[config.mk]
export PLATFORM = sky130hd
export DESIGN_NAME = spi_responder_flat
export DESIGN_NICKNAME = d
export VERILOG_FILES = /design/src/rtl/spi_responder_if.sv /design/src/rtl/spi_responder.sv /design/src/flat_wrapper.sv
export SDC_FILE = /design/constraint.sdc
export NUM_CORES = 1
export LEC_CHECK = 0
export CAP_MARGIN = 20
export CORE_MARGIN = 2
export CORE_UTILIZATION = 45
export DETAILED_ROUTE_END_ITERATION = 10
export GPL_ROUTABILITY_DRIVEN = 0
export PLACE_DENSITY = 0.59
export SLEW_MARGIN = 0
export SYNTH_ARGS = -nofsm -noshare
export SYNTH_HDL_FRONTEND = slang
export SYNTH_HIERARCHICAL = 1
export SYNTH_SLANG_ARGS = --single-unit
[constraint.sdc]
create_clock -name clk -period 4.3 [get_ports clk]
set_input_delay 0.43 -clock clk [delete_from_list [all_inputs] [get_ports clk]]
set_output_delay 0.43 -clock clk [all_outputs]
set_load 0.02 [all_outputs]
[src/rtl/spi_responder_if.sv]
// rtl/spi_responder_if.sv - host-side FIFO/status bus of the SPI responder
interface spi_responder_if;
    logic [7:0] tx_din;
    logic       tx_wr;
    logic       tx_full;
    logic       tx_empty;
    logic [7:0] rx_dout;
    logic       rx_rd;
    logic       rx_data_avail;
    logic       rx_overflow;
    logic       ovf_clr;
    logic       busy;

    modport master (
        output tx_din, tx_wr, rx_rd, ovf_clr,
        input  tx_full, tx_empty, rx_dout, rx_data_avail, rx_overflow, busy
    );

    modport slave (
        input  tx_din, tx_wr, rx_rd, ovf_clr,
        output tx_full, tx_empty, rx_dout, rx_data_avail, rx_overflow, busy
    );
endinterface

[src/rtl/spi_responder.sv]
// rtl/spi_responder.sv - SPI mode-0 slave endpoint with TX/RX byte FIFOs
module spi_responder_fifo #(
    parameter int DEPTH = 8
) (
    input  logic       clk,
    input  logic       Rst,
    input  logic       push,
    input  logic [7:0] din,
    input  logic       pop,
    output logic [7:0] dout,
    output logic       full,
    output logic       empty
);
    localparam int AW = $clog2(DEPTH);

    logic [7:0] mem [DEPTH];
    logic [AW:0] wptr, rptr;
    logic do_pop, do_push;

    assign empty   = (wptr == rptr);
    assign full    = (wptr[AW] != rptr[AW]) && (wptr[AW-1:0] == rptr[AW-1:0]);
    // Pop is evaluated first, so a full FIFO still accepts a push in a popping cycle.
    assign do_pop  = pop && !empty;
    assign do_push = push && (!full || do_pop);
    assign dout    = empty ? 8'h00 : mem[rptr[AW-1:0]];

    always_ff @(posedge clk) begin
        if (Rst) begin
            wptr <= '0;
            rptr <= '0;
        end else begin
            if (do_pop)
                rptr <= rptr + {{AW{1'b0}}, 1'b1};
            if (do_push)
                wptr <= wptr + {{AW{1'b0}}, 1'b1};
        end
    end

    always_ff @(posedge clk) begin
        if (do_push)
            mem[wptr[AW-1:0]] <= din;
    end
endmodule

module spi_responder #(
    parameter int         FIFO_DEPTH  = 8,
    parameter int         SYNC_STAGES = 2,
    parameter logic [7:0] IDLE_BYTE   = 8'hFF
) (
    input  logic             clk,
    input  logic             Rst,
    input  logic             spi_sck,
    input  logic             spi_cs,
    input  logic             spi_mosi,
    output logic             spi_miso,
    output logic             spi_miso_oe,
    spi_responder_if.slave   host
);
    typedef enum logic [1:0] {IDLE, LOAD, SHIFT} state_t;

    state_t state, state_next;

    logic [SYNC_STAGES-1:0] sck_sync, cs_sync, mosi_sync;
    logic sck_s, cs_s, mosi_s, sck_prev, cs_prev;
    logic sck_rise, sck_fall, cs_fall, cs_rise;

    logic [6:0] shreg_tx;
    logic [6:0] shreg_rx;
    logic [3:0] bit_cnt;
    logic       tx_pop, rx_push;
    logic [7:0] tx_head, load_byte, rx_byte;
    logic       tx_full, tx_empty, rx_full, rx_empty, ovf_set;

    // cs synchronizer resets to "asserted" so a cs held low across reset
    // release never produces a falling edge and cannot start a frame.
    always_ff @(posedge clk) begin
        if (Rst) begin
            sck_sync  <= '0;
            cs_sync   <= '0;
            mosi_sync <= '0;
            sck_prev  <= 1'b0;
            cs_prev   <= 1'b0;
        end else begin
            sck_sync  <= {sck_sync[SYNC_STAGES-2:0], spi_sck};
            cs_sync   <= {cs_sync[SYNC_STAGES-2:0], spi_cs};
            mosi_sync <= {mosi_sync[SYNC_STAGES-2:0], spi_mosi};
            sck_prev  <= sck_s;
            cs_prev   <= cs_s;
        end
    end

    assign sck_s    = sck_sync[SYNC_STAGES-1];
    assign cs_s     = cs_sync[SYNC_STAGES-1];
    assign mosi_s   = mosi_sync[SYNC_STAGES-1];
    assign sck_rise = sck_s && !sck_prev;
    assign sck_fall = !sck_s && sck_prev;
    assign cs_fall  = !cs_s && cs_prev;
    assign cs_rise  = cs_s && !cs_prev;

    assign load_byte = tx_empty ? IDLE_BYTE : tx_head;
    assign rx_byte   = {shreg_rx, mosi_s};

    always_ff @(posedge clk) begin
        if (Rst)
            state <= IDLE;
        else
            state <= state_next;
    end

    always_comb begin
        state_next = state;
        tx_pop     = 1'b0;
        rx_push    = 1'b0;
        if (cs_rise) begin
            state_next = IDLE;
        end else begin
            case (state)
                IDLE: begin
                    if (cs_fall)
                        state_next = LOAD;
                end
                LOAD: begin
                    tx_pop     = !tx_empty;
                    state_next = SHIFT;
                end
                SHIFT: begin
                    if (sck_rise && bit_cnt == 4'd7)
                        rx_push = 1'b1;
                    if (sck_fall && bit_cnt == 4'd8)
                        state_next = LOAD;
                end
                default: state_next = IDLE;
            endcase
        end
    end

    // A push refused because the RX FIFO is full (and not popping) is a drop.
    assign ovf_set = rx_push && rx_full && !(host.rx_rd && !rx_empty);

    always_ff @(posedge clk) begin
        if (Rst) begin
            shreg_tx         <= '0;
            shreg_rx         <= '0;
            bit_cnt          <= '0;
            spi_miso         <= 1'b1;
            host.rx_overflow <= 1'b0;
        end else begin
            if (cs_rise) begin
                spi_miso <= 1'b1;
            end else if (state == LOAD) begin
                shreg_tx <= load_byte[6:0];
                bit_cnt  <= '0;
                spi_miso <= load_byte[7];
            end else if (state == SHIFT) begin
                if (sck_rise) begin
                    shreg_rx <= rx_byte[6:0];
                    bit_cnt  <= bit_cnt + 4'd1;
                end
                if (sck_fall && bit_cnt != 4'd0 && bit_cnt != 4'd8) begin
                    spi_miso <= shreg_tx[6];
                    shreg_tx <= {shreg_tx[5:0], 1'b0};
                end
            end
            if (ovf_set)
                host.rx_overflow <= 1'b1;
            else if (host.ovf_clr)
                host.rx_overflow <= 1'b0;
        end
    end

    assign spi_miso_oe = (state != IDLE);
    assign host.busy   = (state != IDLE);

    spi_responder_fifo #(.DEPTH(FIFO_DEPTH)) u_tx_fifo (
        .clk   (clk),
        .Rst   (Rst),
        .push  (host.tx_wr),
        .din   (host.tx_din),
        .pop   (tx_pop),
        .dout  (tx_head),
        .full  (tx_full),
        .empty (tx_empty)
    );

    spi_responder_fifo #(.DEPTH(FIFO_DEPTH)) u_rx_fifo (
        .clk   (clk),
        .Rst   (Rst),
        .push  (rx_push),
        .din   (rx_byte),
        .pop   (host.rx_rd),
        .dout  (host.rx_dout),
        .full  (rx_full),
        .empty (rx_empty)
    );

    assign host.tx_full       = tx_full;
    assign host.tx_empty      = tx_empty;
    assign host.rx_data_avail = !rx_empty;
endmodule

[src/flat_wrapper.sv]
// flat-port wrapper written by rule: the top's interface ports become plain ports
module spi_responder_flat 
#(
    parameter int         FIFO_DEPTH  = 8,
    parameter int         SYNC_STAGES = 2,
    parameter logic [7:0] IDLE_BYTE   = 8'hFF
)
  (clk, Rst, spi_sck, spi_cs, spi_mosi, spi_miso, spi_miso_oe, host_tx_din, host_tx_wr, host_rx_rd, host_ovf_clr, host_tx_full, host_tx_empty, host_rx_dout, host_rx_data_avail, host_rx_overflow, host_busy);
  spi_responder_if host_i ();
  input  logic clk;
  input  logic Rst;
  input  logic spi_sck;
  input  logic spi_cs;
  input  logic spi_mosi;
  output logic spi_miso;
  output logic spi_miso_oe;
  input wire logic [$bits(host_i.tx_din)-1:0] host_tx_din;
  input wire logic [$bits(host_i.tx_wr)-1:0] host_tx_wr;
  input wire logic [$bits(host_i.rx_rd)-1:0] host_rx_rd;
  input wire logic [$bits(host_i.ovf_clr)-1:0] host_ovf_clr;
  output wire logic [$bits(host_i.tx_full)-1:0] host_tx_full;
  output wire logic [$bits(host_i.tx_empty)-1:0] host_tx_empty;
  output wire logic [$bits(host_i.rx_dout)-1:0] host_rx_dout;
  output wire logic [$bits(host_i.rx_data_avail)-1:0] host_rx_data_avail;
  output wire logic [$bits(host_i.rx_overflow)-1:0] host_rx_overflow;
  output wire logic [$bits(host_i.busy)-1:0] host_busy;
  assign host_i.tx_din = host_tx_din;
  assign host_i.tx_wr = host_tx_wr;
  assign host_i.rx_rd = host_rx_rd;
  assign host_i.ovf_clr = host_ovf_clr;
  assign host_tx_full = host_i.tx_full;
  assign host_tx_empty = host_i.tx_empty;
  assign host_rx_dout = host_i.rx_dout;
  assign host_rx_data_avail = host_i.rx_data_avail;
  assign host_rx_overflow = host_i.rx_overflow;
  assign host_busy = host_i.busy;
  spi_responder #(.FIFO_DEPTH(FIFO_DEPTH), .SYNC_STAGES(SYNC_STAGES), .IDLE_BYTE(IDLE_BYTE)) u_core (.clk(clk), .Rst(Rst), .spi_sck(spi_sck), .spi_cs(spi_cs), .spi_mosi(spi_mosi), .spi_miso(spi_miso), .spi_miso_oe(spi_miso_oe), .host(host_i));
endmodule
-- After elaboration in Yosys (flattened, before gate mapping)
Memory sizes are Yosys's and may differ from the RTL's. A register that Yosys moved wholly into a read port is not among the register bits.
Cells that the tools add are included.
- bits in registers: 46
- memories: 2
- memory bits (writable): 128
- bits of input ports: 16
- logic and storage cells: 106
- reduce and logical (&&, ||, !) cells: 40
- bitwise operators: 2
- equality and inequality tests: 13
- muxes and demuxes: 29
- add/subtract/negate cells: 5
- memories (name ; depth ; width ; read ports ; clocked after Yosys merged registers in ; write ports ; line ; source):
    u_core.u_rx_fifo.mem ; 8 ; 8 ; 1 ; 1 ; 1 ; spi_responder.sv:16 ; logic [7:0] mem [DEPTH];
    u_core.u_tx_fifo.mem ; 8 ; 8 ; 1 ; 1 ; 1 ; spi_responder.sv:16 ;
- operators by type and width (cell ; number):
    two-way mux 7 bit ; 3
    adder 4 x 1 -> 4 bit, second input constant ; 5
    logical AND 1 bit ; 16
    two-way mux 8 bit ; 2
    two-way mux 1 bit ; 14
    two-way mux 3 bit ; 4
    two-way mux 4 bit ; 3
    nonzero test 2 bit ; 5
    zero test 1 bit ; 9
    == test 4 bit ; 2
    == test 3 bit ; 2
    case mux 2 bit (3 select lines) ; 1
    AND reduction 3 bit ; 2
    == test 4 x 3 -> 1 bit, second input constant ; 1
    == test 4 bit, second input constant ; 1
    two-way mux 2 bit ; 2
    != test 2 x 1 -> 1 bit, second input constant ; 2
    != test 4 bit, second input constant ; 1
    AND reduction 2 bit ; 2
    AND reduction 4 bit ; 1
    nonzero test 4 bit ; 1
    == test 2 x 1 -> 1 bit, second input constant ; 1
    == test 2 bit, second input constant ; 1
    zero test 2 bit ; 1
    other kinds (4) ; 7

-- Longest topological paths before layout
Gate-level depths: netlist of run 1.
- depth in word-level cells: 9
- gate-level depth with buffers: 8
- mapped depth without buffers: 7

-- By module
Netlist of run 1, hierarchy kept.
- modules (own cells, without submodules) (module ; cells each ; area an instance (um^2) ; instances):
    spi_responder_fifo ; 173 ; 3094.2 ; 2
    spi_responder ; 148 ; 1405.1 ; 1

-- Least setup slack after synthesis of run 1
No wires, ideal clock.
- path kind: register to register
- from: reg u_core.u_tx_fifo.wptr[0]
- to: mem u_core.u_tx_fifo.mem[0][0], enable pin
- clock period less this slack: 2.962 ns
- required time: 3.905 ns
- slack: 1.338 ns
- arrival: 2.567 ns
- cell stages (with the launch flop): 8
- path through: dfxtp_1 -> buf_4 -> xor2_1 -> nor4_2 -> nand2b_1 -> nor2_1 -> o21ai_0 -> nor4_1
- longest elaborated chain between the ends: 9
- ends and longest elaborated chain (what ; line ; source):
    from (decl) ; spi_responder.sv:17 ; logic [AW:0] wptr, rptr;
    from (signal assigned) ; spi_responder.sv:35 ; wptr <= wptr + {{AW{1'b0}}, 1'b1};
    == test 4 bit ; spi_responder.sv:20 ; assign empty = (wptr == rptr);
    named net host_tx_empty ; flat_wrapper.sv:22 ; output wire logic [$bits(host_i.tx_empty)-1:0] host_tx_empty;
    zero test 1 bit ; spi_responder.sv:123 ; tx_pop = !tx_empty;
    two-way mux 1 bit ; spi_responder.sv:117 ; case (state)
    two-way mux 1 bit ; spi_responder.sv:114 ; if (cs_rise) begin
    named net u_core.tx_pop ; spi_responder.sv:70 ; logic tx_pop, rx_push;
    logical AND 1 bit ; spi_responder.sv:23 ; assign do_pop = pop && !empty;
    logical OR 1 bit ; spi_responder.sv:24 ; assign do_push = push && (!full || do_pop);
    logical AND 1 bit ; spi_responder.sv:24 ;
    two-way mux 1 bit ; spi_responder.sv:40 ; if (do_push)
    two-way mux 1 bit (not written as such) ; spi_responder.sv:41 ; mem[wptr[AW-1:0]] <= din;
    to (decl) ; spi_responder.sv:16 ;
The timed path passes the listed nets, and every way through them passes these cells.

-- Worst setup path after layout of run 1
- from: reg u_core.u_tx_fifo.wptr[1]
- to: mem u_core.u_tx_fifo.mem[5][5], enable pin
- longest elaborated chain between the ends: 9
- ends and longest elaborated chain (what ; line):
    == test 4 bit ; spi_responder.sv:20
    zero test 1 bit ; spi_responder.sv:123
    two-way mux 1 bit ; spi_responder.sv:117
    two-way mux 1 bit ; spi_responder.sv:114
    named net u_core.tx_pop ; spi_responder.sv:70
    logical AND 1 bit ; spi_responder.sv:23
    logical OR 1 bit ; spi_responder.sv:24
    logical AND 1 bit ; spi_responder.sv:24
    two-way mux 1 bit ; spi_responder.sv:40
    two-way mux 1 bit (not written as such) ; spi_responder.sv:41
The timed path passes the listed nets, and every way through them passes these cells.

==> results.yml, run 1 <==
status:
  status: "finished clean"
power_and_ir_drop:
  power_leakage_nw: 2.95
  ir_worst_vdd_mv: 0.276
  powerDensity_nw_per_um2: 424
clock_tree:
  postCtsSetupRepairBufs: 0
  worstSkewPairLatency_ns: 0.42
  cts_max_level: 4
  cts.clk_slew.worst_paths_ns: 0.06
  cts_made_buffers: 17
  cts_root_buffer: "clkbuf_16"
  cts_tree: "yes"
  clockBufferDepth: 2
  postCtsHoldBufs: 0
  cts_resized: 0
  cts.sinks: 180
die:
  die_height_um: 134
  rows: 47
  start_util: 0.460
  die_area_um2: 17900
  die_w_um: 134
  ios: 31
  coreArea_um2: 16500
synth:
  postSynthCellCount: 494
  synth.distinct_cells: 53
  syn_area_per_cell_um2: 15.4
  syn_nets: 521
  syn_area_um2: 7590
  yosysWarnings: 6
  ys_seq_area_frac: 0.643
  ys_ff_latch: 180
grt:
  antenna_found_initial: 0
  grt_usage: 0.165
  grt_first_pass_wirelength_um: 22200
  gr-total-overflow: 0
  grt_pass1_vias: 4140
  grt_max_degree: 36
timing:
  rsz0062_at_grt: "false"
  slew_violations: 0
  setup_tns_ns: 0
  finalSetupViolations: 0
  hold_viol: 0
  max_freq_mhz: 314
  maxSlewHeadroom: 0.375
  clock_skew_ns: 0.00851
  post-route-period-util: 0.741
  min_period_ns: 3.18
  whs_ns: 0.436
  worst_pin_slew_ns: 0.934
setup_path:
  r2r-start: "u_core/u_tx_fifo/wptr[1]"
  required_ns: 4.35
  regToRegEndpoint: "u_core/u_tx_fifo/mem[5][5]"
  r2r_cells: 7
  crit_path_end_kind: "flip-flop"
  crit_path_start_kind: "flip-flop"
  crit_arrival_ns: 3.23
  r2r_setup_slack_ns: 1.12
  worstSetupPathType: "reg2reg"
  path_max_fanout: 12
placed_design:
  dp_hpwl_um: 9300
  port_buffers: 30
routing:
  ant_nets: 0
  dr_total_vias: 4093
  wl_um: 13900
  vias_per_cell: 5.34
  dr.pass1.iters: 4
  wire_per_inst_um: 18.2
  drc_errors: 0
  drt-initial-drc-count: 265
final_layout:
  synthToLayoutAreaGrowth_pct: 15.1
  layout-drive-gt1-share: 0.201
  nets: 560
  final_util: 0.529
  n_antenna_cell: 0
  fillers: 1314
min_path:
  hold_path_depth: 1
  min_to: "u_core/cs_sync[1]"
  hp-start: "u_core/cs_sync[0]"
  hold_class: "reg2reg"
job:
  cap_viol_max_count: 0
-- per-layer routing --
metal / routed length [µm] / track usage / up-vias
li1: - / - / 1957
met1: 6510 / 0.221 / 2056
met2: 6870 / 0.270 / 70
met3: 409 / 0.0374 / 10
met4: 130 / 0.0532 / 0
met5: 0 / 0 / -
-- kinds of logic (layout without fill, tap and decap cells) --
logic type / after synthesis / in the layout / synth area share
buf+inv: 42 / 94 / 0.0285
compound gates: 57 / 57 / 0.0618
mux: 66 / 66 / 0.140
flops: 180 / 180 / 0.643
xor+xnor: 18 / 18 / 0.0247
simple gates: 120 / 120 / 0.0832
fa+ha+maj: 11 / 11 / 0.0181
-- stage by stage --
stage	power (mW)	cell area (µm²)	instances	setup WS [ns]
finish	3.70	8740	766	1.12
global route	3.85	8740	766	0.848
CTS	3.74	8730	765	0.984
detailed placement	2.17	8130	733	1.11
global placement	2.16	8130	733	1.28
floorplan	2.09	7590	494	1.34
-- critical path, cell delays in order (launching register included) --
cell and delay [ns]:
dfxtp_1 0.53, xor2_1 0.37, nor4_2 0.09, buf_4 0.18, nand2b_1 0.24, nor2_1 0.43, o211ai_1 0.24, nor2_1 0.71
-- report_power, final --
group	switching, mW	internal [mW]	total [mW]	leakage [nW]
logic	0.143	0.0982	0.241	1.07
clock network	0.650	0.923	1.57	0.293
registers	0.0185	1.87	1.89	1.59
total	0.811	2.89	3.70	2.95
-- final cells by class --
cell class / count / area [µm²] / area share
clock inverter: 14 / 175 / 0.0200
multi-input combinational: 272 / 2500 / 0.286
timing repair buffer: 46 / 415 / 0.0475
tap: 220 / 275 / 0.0315
inverter: 16 / 60.1 / 0.00687
sequential: 180 / 4880 / 0.559
clock buffer: 18 / 429 / 0.0491
-- how the worst max path moves through the flow --
| stage | start | end | cells past startpoint |
|---|---|---|---|
| after detailed placement | u_core/u_tx_fifo/wptr[1] | u_core/u_tx_fifo/mem[5][4] | 7 |
| after floorplan | u_core/u_tx_fifo/wptr[0] | u_core/u_tx_fifo/mem[0][0] | 7 |
| after CTS | u_core/u_rx_fifo/wptr[1] | host_rx_data_avail | 4 |
| final | u_core/u_tx_fifo/wptr[1] | u_core/u_tx_fifo/mem[5][5] | 7 |
| after global routing | u_core/u_tx_fifo/wptr[1] | u_core/u_tx_fifo/mem[5][3] | 7 |
| after global placement | u_core/u_tx_fifo/wptr[1] | u_core/u_tx_fifo/wptr[3] | 8 |
-- cell usage after synthesis, drive strengths merged --
| library cell | number | area [µm²] |
|---|---|---|
| edfxtp | 128 | 3840 |
| dfxtp | 52 | 1040 |
| nor2 | 47 | 176 |
| mux4 | 32 | 721 |
| mux2i | 30 | 300 |
| buf | 23 | 145 |
| nor2b | 20 | 128 |
| o21ai | 17 | 85.1 |
| inv | 16 | 60.1 |
| nand2b | 12 | 85.1 |
| ha | 11 | 138 |
| xor2 | 11 | 126 |
| nand2 | 10 | 37.5 |
| nor3 | 10 | 50.1 |
| a21oi | 9 | 52.6 |
| o41ai | 7 | 121 |
| xnor2 | 7 | 61.3 |
| o22ai | 6 | 37.5 |
| or3 | 5 | 31.3 |
| mux2 | 4 | 45.0 |
| nand3 | 4 | 20.0 |
| nand4 | 4 | 25.0 |
| nor4 | 4 | 37.5 |
| a21boi | 3 | 30.0 |
| clkbuf | 3 | 11.3 |
| o211ai | 3 | 27.5 |
| a211o | 2 | 17.5 |
| and4bb | 2 | 25.0 |
| o2111ai | 2 | 17.5 |
| o311ai | 2 | 17.5 |
| a2111o | 1 | 11.3 |
| a211oi | 1 | 7.51 |
| a221o | 1 | 10.0 |
| a22o | 1 | 8.76 |
| a31o | 1 | 8.76 |
| nand3b | 1 | 7.51 |
| nand4b | 1 | 8.76 |
| o21ba | 1 | 16.3 |
-- placed cells by master, fill, tap and decap left out, drive strengths merged, types with 3 or more instances in the layout --
cell / Yosys / final
nor3: 10 / 10
nor2: 47 / 47
clkdlybuf4s50: 0 / 29
nor2b: 20 / 20
mux2i: 30 / 30
o41ai: 7 / 7
or3: 5 / 5
nand2b: 12 / 12
xor2: 11 / 11
nor4: 4 / 4
o21ai: 17 / 17
mux2: 4 / 4
clkbuf: 3 / 19
xnor2: 7 / 7
mux4: 32 / 32
dfxtp: 52 / 52
nand3: 4 / 4
bufinv: 0 / 3
o22ai: 6 / 6
inv: 16 / 21
clkinv: 0 / 4
edfxtp: 128 / 128
nand2: 10 / 10
a21oi: 9 / 9
o211ai: 3 / 3
nand4: 4 / 4
ha: 11 / 11
buf: 23 / 16
a21boi: 3 / 3
-- state kept, by name (all words and copies together) (netlist names), named ones only --
register	flops
u_core/u_rx_fifo/wptr	4
u_core/u_tx_fifo/wptr	4
u_core/state	2
u_core/u_rx_fifo/mem	64
u_core/host.rx_overflow	1
u_core/u_rx_fifo/rptr	4
u_core/sck_prev	1
u_core/sck_sync	2
u_core/cs_sync	2
u_core/u_tx_fifo/rptr	4
u_core/cs_prev	1
u_core/spi_miso	1
u_core/u_tx_fifo/mem	64
u_core/shreg_tx	7
u_core/bit_cnt	4
u_core/mosi_sync	2
u_core/shreg_rx	7
Power figures use the tool's default switching activity.
==> inputs of run 2 (changes only) <==
- clock period: 4.3 -> 3.1 ns (I/O delays scaled with it)
==> run 2 against run 1 <==
  * Power up 38%
  * Via count up 0.32%
  * Routed wire length rose by 0.55%
  * Final cell count increased by 1.0%
  * First-iteration DRC count increased by 20%
  * Combinational power rose by 40%
  * Setup slack lost 0.76 ns
  * Largest cell class unchanged
==> results.yml, run 2 (same netlist as run 1, synthesis figures left out) <==
die:
  rows: 47
  die_height_um: 134
  start_util: 0.460
  die_w_um: 134
  ios: 31
  die_area_um2: 17900
  coreArea_um2: 16500
routing:
  ant_nets: 0
  dr.pass1.iters: 5
  drt-initial-drc-count: 319
  drc_errors: 0
  vias_per_cell: 5.30
  wire_per_inst_um: 18.1
  wl_um: 14000
  dr_total_vias: 4106
min_path:
  hold_path_depth: 2
  min_to: "u_core/cs_sync[0]"
  hold_class: "in2reg"
  hp-start: "spi_cs"
placed_design:
  dp_hpwl_um: 9330
  port_buffers: 30
  post-place-ws_ns: 0.406
grt:
  grt_max_degree: 36
  antenna_found_initial: 0
  grt_pass1_vias: 4223
  gr-total-overflow: 0
  grt_usage: 0.168
  grt_first_pass_wirelength_um: 22800
clock_tree:
  cts_tree: "yes"
  cts_root_buffer: "clkbuf_16"
  clockBufferDepth: 2
  cts.sinks: 180
  cts.clk_slew.worst_paths_ns: 0.08
  postCtsSetupRepairBufs: 0
  worstSkewPairLatency_ns: 0.43
  cts_max_level: 4
  cts_resized: 0
  cts_made_buffers: 17
  postCtsHoldBufs: 0
setup_path:
  r2r_setup_slack_ns: 0.41
  regToRegEndpoint: "u_core/u_tx_fifo/mem[6][0]"
  crit_arrival_ns: 2.44
  required_ns: 2.79
  crit_path_end_kind: "primary output"
  r2r_cells: 6
  r2r-start: "u_core/u_tx_fifo/wptr[1]"
  crit_path_start_kind: "flip-flop"
  worstSetupPathType: "reg2out"
  path_max_fanout: 16
timing:
  post-route-period-util: 0.886
  maxSlewHeadroom: 0.479
  slew_violations: 0
  finalSetupViolations: 0
  clock_skew_ns: 0.0121
  hold_viol: 0
  max_freq_mhz: 364
  rsz0062_at_grt: "false"
  whs_ns: 0.425
  setup_tns_ns: 0
  min_period_ns: 2.75
  worst_pin_slew_ns: 0.780
  layout_setup_ws_ns: 0.355
job:
  cap_viol_max_count: 0
final_layout:
  nets: 568
  mostFrequentLayoutCell: "edfxtp_1"
  n_antenna_cell: 0
  layout-drive-gt1-share: 0.213
  synthToLayoutAreaGrowth_pct: 15.8
  final_cell_mix: "edfxtp_1 (128), dfxtp_1 (52), nor2_1 (47)"
power_and_ir_drop:
  power_frac_seq: 0.510
  power.total_mw: 5.13
  powerDensity_nw_per_um2: 583
  combPwrFrac: 0.066
  p_sw_mw: 1.24
  power_leakage_nw: 2.99
  switching_share: 0.241
  pwr-share-clk: 0.424
  ir_worst_vdd_mv: 0.441
  p_int_mw: 3.89
status:
  status: "finished clean"
==> run 2: changes by cell type in the layout (fill, tap and decap cells not counted), sizes merged <==
cell and delta:
buf +9, bufinv -2, clkbuf -2, clkinv +2, clkinvlp -2, inv +3
==> run 2: layout make-up <==
class / count / area, µm²
Clock buffer: 17 / 425
Clock inverter: 15 / 183
Fill cell: 1340 / 7730
Inverter: 16 / 60.1
Multi-Input combinational cell: 272 / 2490
Sequential cell: 180 / 4880
Tap cell: 220 / 275
Timing Repair Buffer: 54 / 475
==> run 2: how the worst max path moves through the flow <==
stage	startpoint	endpoint	slack (ns)	cells after the start
detailed placement	u_core/u_tx_fifo/wptr[1]	u_core/u_tx_fifo/mem[6][4]	0.41	6
CTS	flip-flop	host_rx_dout[5]	0.32	5
finish	flip-flop	host_rx_dout[5]	0.35	5
global placement	u_core/u_tx_fifo/wptr[0]	u_core/u_tx_fifo/mem[0][7]	0.54	8
floorplan	u_core/u_tx_fifo/wptr[0]	u_core/u_tx_fifo/mem[0][0]	0.14	7
global route	u_core/u_tx_fifo/wptr[1]	u_core/u_tx_fifo/mem[6][0]	0.17	6
==> run 2: critical path: stages (launching register included) <==
cell	delay, ns
dfxtp_1	0.31
buf_4	0.32
mux4_2	0.55
mux2i_1	0.22
nor2_1	0.07
clkdlybuf4s50_1	0.54
==> run 2: per-stage QoR <==
stage,area [µm²],utilization,std cells
after floorplan,7590,-,494
after global placement,8190,0.495,742
after detailed placement,8190,0.495,742
after CTS,8800,0.532,774
after global routing,8800,0.532,774
final,8800,0.532,774
==> run 2: power by group through the flow <==
stage | Combinational [mW] | Clock, mW | Sequential [mW]
3_3_place_gp | 0.338 | 0 | 2.67
2_1_floorplan | 0.239 | 0 | 2.66
5_1_grt | 0.374 | 2.32 | 2.62
3_5_place_dp | 0.341 | 0 | 2.67
4_1_cts | 0.342 | 2.22 | 2.62
6_report | 0.338 | 2.17 | 2.62
==> run 2: metal layers <==
layer | global-route usage | vias to the layer above | wire [µm]
li1 | - | 1966 | -
met1 | 0.235 | 2063 | 6780
met2 | 0.268 | 65 | 6690
met3 | 0.0355 | 12 | 381
met4 | 0.0502 | 0 | 144
met5 | 0 | - | 0
